`src/rtl/hazard_scoreboard.sv`:
```
// hazard_scoreboard: Decode-side RAW/WAW scoreboard and branch fetch-hold controller.
//
// Ports:
//   I_CLOCK          pipeline clock; all state updates on the falling edge
//   I_RESET_N        synchronous active-low reset, sampled on the falling edge
//   I_LOCK           pipeline running; when low nothing issues and state is frozen
//   I_IssueValid     Decode holds an instruction
//   I_Src1Idx/Used   first source register and whether it is read
//   I_Src2Idx/Used   second source register and whether it is read
//   I_DestIdx        destination register
//   I_WritesReg      instruction writes I_DestIdx
//   I_IsBranch       instruction changes the PC
//   I_WBValid        Writeback commits I_WBDestIdx this cycle
//   I_WBDestIdx      register being committed
//   I_BranchResolve  branch target resolved, PC redirected
//   O_DepStall       Decode must insert a bubble (data hazard)
//   O_FetchStall     Fetch holds PC while a branch is unresolved or redirecting
//   O_Issue          instruction accepted this cycle
//   O_Busy           bit r set while register r has pending writes
//   O_Underflow      sticky: a commit arrived for a register with no pending write
//
// Build option: define SCOREBOARD_BYPASS_EN to let a source whose only pending
// write is committed in the same cycle issue immediately (register file
// write-through forwards the value).
module hazard_scoreboard (
    input  logic        I_CLOCK,
    input  logic        I_RESET_N,
    input  logic        I_LOCK,
    input  logic        I_IssueValid,
    input  logic [3:0]  I_Src1Idx,
    input  logic [3:0]  I_Src2Idx,
    input  logic        I_Src1Used,
    input  logic        I_Src2Used,
    input  logic [3:0]  I_DestIdx,
    input  logic        I_WritesReg,
    input  logic        I_IsBranch,
    input  logic        I_WBValid,
    input  logic [3:0]  I_WBDestIdx,
    input  logic        I_BranchResolve,
    output logic        O_DepStall,
    output logic        O_FetchStall,
    output logic        O_Issue,
    output logic [15:0] O_Busy,
    output logic        O_Underflow
);
    typedef enum logic [1:0] {RUN, BR_WAIT, REDIRECT} state_t;

    state_t      state, state_nxt;
    logic [1:0]  cnt [16];
    logic [1:0]  cnt_nxt [16];
    logic [15:0] inc, dec;
    logic        fwd1, fwd2, raw, sat, uf;

`ifdef SCOREBOARD_BYPASS_EN
    assign fwd1 = I_WBValid && I_WBDestIdx == I_Src1Idx && cnt[I_Src1Idx] == 2'd1;
    assign fwd2 = I_WBValid && I_WBDestIdx == I_Src2Idx && cnt[I_Src2Idx] == 2'd1;
`else
    assign fwd1 = 1'b0;
    assign fwd2 = 1'b0;
`endif

    assign raw = (I_Src1Used && cnt[I_Src1Idx] != 2'd0 && !fwd1) ||
                 (I_Src2Used && cnt[I_Src2Idx] != 2'd0 && !fwd2);
    assign sat = I_WritesReg && cnt[I_DestIdx] == 2'd3;

    assign O_DepStall   = I_LOCK && I_IssueValid && state == RUN && (raw || sat);
    assign O_FetchStall = I_LOCK && state != RUN;
    assign O_Issue      = I_LOCK && I_IssueValid && state == RUN && !O_DepStall;

    assign inc = (O_Issue && I_WritesReg) ? 16'd1 << I_DestIdx : 16'd0;
    assign dec = I_WBValid ? 16'd1 << I_WBDestIdx : 16'd0;

    always_comb begin
        state_nxt = state;
        case (state)
            RUN:      state_nxt = (O_Issue && I_IsBranch) ? BR_WAIT : RUN;
            BR_WAIT:  state_nxt = I_BranchResolve ? REDIRECT : BR_WAIT;
            default:  state_nxt = RUN;
        endcase
    end

    // Simultaneous issue and commit on one register cancel out; a lone commit
    // on an idle register leaves it at zero and raises the error flag.
    always_comb begin
        uf = 1'b0;
        for (int i = 0; i < 16; i++) begin
            cnt_nxt[i] = cnt[i];
            O_Busy[i]  = cnt[i] != 2'd0;
            if (inc[i] && !dec[i])
                cnt_nxt[i] = cnt[i] + 2'd1;
            else if (dec[i] && !inc[i]) begin
                if (cnt[i] == 2'd0)
                    uf = 1'b1;
                else
                    cnt_nxt[i] = cnt[i] - 2'd1;
            end
        end
    end

    always_ff @(negedge I_CLOCK) begin
        if (!I_RESET_N) begin
            state       <= RUN;
            O_Underflow <= 1'b0;
            for (int i = 0; i < 16; i++)
                cnt[i] <= 2'd0;
        end else if (I_LOCK) begin
            state       <= state_nxt;
            O_Underflow <= O_Underflow || uf;
            for (int i = 0; i < 16; i++)
                cnt[i] <= cnt_nxt[i];
        end
    end
endmodule

```
`config.mk`:
```
export PLATFORM = sky130hd
export DESIGN_NAME = hazard_scoreboard
export DESIGN_NICKNAME = d
export VERILOG_FILES = /design/src/rtl/hazard_scoreboard.sv
export SDC_FILE = /design/constraint.sdc
export NUM_CORES = 1
export LEC_CHECK = 0
export ABC_AREA = 1
export BUFFER_PORTS_ARGS = -buffer_cell sky130_fd_sc_hd__buf_4
export CAP_MARGIN = 40
export CORE_ASPECT_RATIO = 0.5
export CORE_MARGIN = 2
export CORE_UTILIZATION = 50
export DETAILED_ROUTE_END_ITERATION = 6
export PLACE_DENSITY = 0.71
export SYNTH_ARGS = -nofsm -noshare
export SYNTH_HDL_FRONTEND = slang
export SYNTH_SLANG_ARGS = --single-unit
```
`constraint.sdc`:
```
create_clock -name I_CLOCK -period 3.94 [get_ports I_CLOCK]
set_input_delay 0 -clock I_CLOCK [delete_from_list [all_inputs] [get_ports I_CLOCK]]
set_output_delay 0 -clock I_CLOCK [all_outputs]
set_load 0.02 [all_outputs]
```
## Yosys cells after proc, flatten, opt, wreduce, memory -nomap -nowiden

Memories as Yosys holds them, arrays and structs flattened.
Cells that the tools add are included.

| storage, ports and cells | value |
|---|---|
| flip-flop bits (word level) | 3 |
| output and inout bits | 20 |
| memories | 1 |
| word-level logic and storage cells | 290 |
| RAM bits | 32 |
| input port bits | 26 |

Memories:

| memory | depth | bits a word | rd ports | clocked after Yosys merged registers in | write ports | line | RTL |
|---|---|---|---|---|---|---|---|
| cnt | 16 | 2 | 19 | 0 | 16 | 49 | `logic [1:0] cnt [16];` |

| operators by class | value |
|---|---|
| reductions and logical operators | 114 |
| equality and inequality tests | 2 |
| multiplexer cells | 121 |
| add/sub/neg operators | 32 |
| shifts and indexed selects | 2 |
| bitwise logic cells | 16 |

Operators with widths:

| cell | count |
|---|---|
| two-way mux 2 bit | 65 |
| two-way mux 1 bit | 53 |
| logical AND 1 bit | 42 |
| nonzero test 2 bit | 19 |
| zero test 2 bit | 17 |
| zero test 1 bit | 33 |
| adder 2 x 1 -> 2 bit, second input constant | 16 |
| two-way mux 16 bit | 2 |
| << shifter 1 x 4 -> 16 bit, first input constant | 2 |
| subtractor 2 x 1 -> 2 bit, second input constant | 16 |
| OR 1 bit | 16 |
| one-hot mux 2 bit (2 select lines) | 1 |
| logical OR 1 bit | 3 |
| == test 2 x 1 -> 1 bit, second input constant | 1 |
| == test 2 bit, second input constant | 1 |

## Logic depth before layout (Yosys ltp)

An unclocked memory read counts as a cell.

| depth | value |
|---|---|
| word-level depth | 60 |
| depth in mapped cells | 26 |
| gate-level depth less buffers | 25 |

==> impl_metrics.ini <==
[clock_tree]
numCtsBuffers = 5
clkTransAtPathRegs_ns = 0.04
clk_latency_ns = 0.38
hold_buffers = 0
htreeDepth = 2
clockRootBuffer = clkbuf_16
cts_tree = done
cts_sinks = 35
clockBufferDepth = 2

[cells_and_area]
layoutNonFillerInstCount = 798
syn2layout_area_growth_pct = 62.5
fin_nets = 755
post-route-util_pct = 86.6
num_antenna_cells = 0
layout-drive-gt1-share_pct = 35.6

[global_route]
met3_usage_pct = 13.6
gr-total-overflow = 0
grt_pass1_vias = 4259
grt_pass1_wl_mm = 20.4
grt_use_met2_pct = 61.6
grt_use_met1_pct = 44.5
grt_use_total_pct = 36.9
antenna_found_initial = 0
grt_max_degree = 21
busiest_layer = met2

[timing]
worst_slew_pin_slew_ns = 0.811
max_slew_margin_pct = 45.9
finalSetupTns_ns = -5.05
rsz0062_at_grt = yes
setup_viol = 29
clock_skew_ns = 0.0289
slew_violations = 0
final_hold_viol_count = 0
setup_slack_ns = -0.483
whs_ns = 0.474

[logic_synthesis]
synthFlopType = edfxtp_1
yosys-top-cells-area = edfxtp_1 29%, nand2_1 18%, nor2_1 11%
synth_area_leader_cell = edfxtp_1
syn_area_per_cell_um2 = 6.32
synth_edf_count = 32
synthArstFlopShare_pct = 0
ys_ff_latch = 35
yosysWarnings = 0
yosysSeqAreaShare_pct = 30.6
synthCells = 528
synth_nets = 574
netlist_area_um2 = 3340
synth_cell_types = 29
synth_commonest_cells = 161 x nand2_1, 95 x nor2_1, 78 x inv_1, 36 x nand3_1, 32 x edfxtp_1
synth_top_area_share_pct = 28.8
yosys.cell_count.top_type = nand2_1

[floorplanning]
die-area_um2 = 7380
top_level_ports = 46
rows = 20
core_um2 = 6260
start_util_pct = 53.3
fp.dieW_um = 120
die_y_um = 61.8

[run]
drv_cap = 0

[critical_path]
crit_type = in2reg
cp_slowest_cell = a211oi_4
arrival_ns = 2.71
critPathLaunchType = input pin
path_max_fanout = 4
crit_top_cell = nand2_1
endpoint_kind = flop
crit_buf_inv = 4
required_ns = 2.23
critPathTopFamily = simple AND/OR/NAND/NOR gates
critical-path-max-stage-delay_ns = 0.25

[placement]
dp_hpwl_mm = 8.79
place_inst = 734
routabilityCongestion = 1.01
portBuffers = 45
pre_cts_ws_ns = -1.07

[routing]
dr.pass1.iters = 7
vias = 4462
drc = 0
routedWlPerCell_um = 16.9
ant_nets = 0
routed_wl_mm = 13.5
drt_iter0_markers = 450
vias_per_cell = 5.59

[outcome]
violations = setup timing
status = finished, violations left

[power_and_ir_drop]
leakagePower_nw = 2.65
power_density_nw_per_um2 = 264
ir_drop_mv = 0.196

[worst_hold_path]
hp-class = reg2reg
==> worst reg2reg max path: cells and delay by family, from the launching register on <==
family | cells | cell delay, ns
AOI/OAI and AO/OA | 2 | 0.41
adders and majority gates | 1 | 0.23
buffers and inverters | 4 | 0.44
DFF | 1 | 0.40
and+or+nand+nor | 18 | 1.73
==> cell usage in the layout, fill, tap and decap left out, types with 3 or more instances in the layout <==
cell / count
a21oi_1: 11
a31oi_1: 6
buf_12: 4
buf_4: 136
buf_6: 9
clkbuf_16: 6
dfxtp_1: 3
edfxtp_1: 32
ha_1: 10
ha_4: 8
inv_1: 107
inv_2: 6
nand2_1: 145
nand2_2: 14
nand2_4: 3
nand3_1: 23
nand3_2: 13
nand4_1: 9
nor2_1: 73
nor2_2: 11
nor2_4: 13
nor3_1: 6
nor3_4: 4
o21ai_0: 11
o21ai_1: 7
o21ai_2: 4
o31ai_2: 5
o31ai_4: 4
or2_1: 5
xor2_1: 6
==> cells by family (layout without fill, tap and decap cells) <==
group / after synthesis / in the layout / share of synthesized area, %
AOI/OAI and AO/OA: 52 / 52 / 8.96
xor gates and xnor gates: 6 / 6 / 1.58
adders and majority gates: 20 / 20 / 7.50
buffers and inverters: 94 / 276 / 11.0
DFF: 35 / 35 / 30.6
and+or+nand+nor: 321 / 321 / 40.3
==> metal layers <==
| metal | share of wire, % | vias to the layer above | wire length [um] |
|---|---|---|---|
| met5 | 0 | - | 0 |
| met4 | 3.5 | 0 | 474 |
| met3 | 12 | 70 | 1660 |
| met2 | 43 | 289 | 5870 |
| met1 | 41 | 2053 | 5490 |
| li1 | - | 2050 | - |
==> final timing paths <==
check / cells past startpoint / startpoint / slack, ns / to
max: 26 / I_DestIdx[0] / -0.48 / O_Underflow
min: 2 / state[0] / 0.47 / state[0]
max reg2reg: 25 / cnt[0][0] / 0.65 / O_Underflow
min reg2reg: 2 / state[0] / 0.47 / state[0]
==> metrics by stage <==
stage               instance area (um^2)  total power [mW]
global placement                    4430             0.850
finish                              5420              1.43
global route                        5420              1.51
CTS                                 5220              1.39
detailed placement                  4430             0.854
floorplan                           3410             0.691
==> area by class of cell <==
class	count	area, um^2
fill	364	837
multi-input combinational	399	2430
timing repair buffer	152	1270
clock inverter	38	145
inverter	81	322
sequential	35	1020
clock buffer	5	125
tap	88	110
==> registers in the layout (all words and copies together) (netlist names) <==
signal,count
O_Underflow,1
cnt,32
state,2
==> where the power goes <==
part           switching (mW)  total (mW)  internal (mW)
clock                   0.267       0.544          0.277
combinational           0.250       0.434          0.183
sequential             0.0180       0.454          0.436
==> what timing repair did <==
item                       CTS  global route
setup endpoints to repair   31            35
resized for setup          105            29
pin swaps                   46            17
cloned                       1             1
setup buffers               20             4
(Power assumes the default switching activity.)
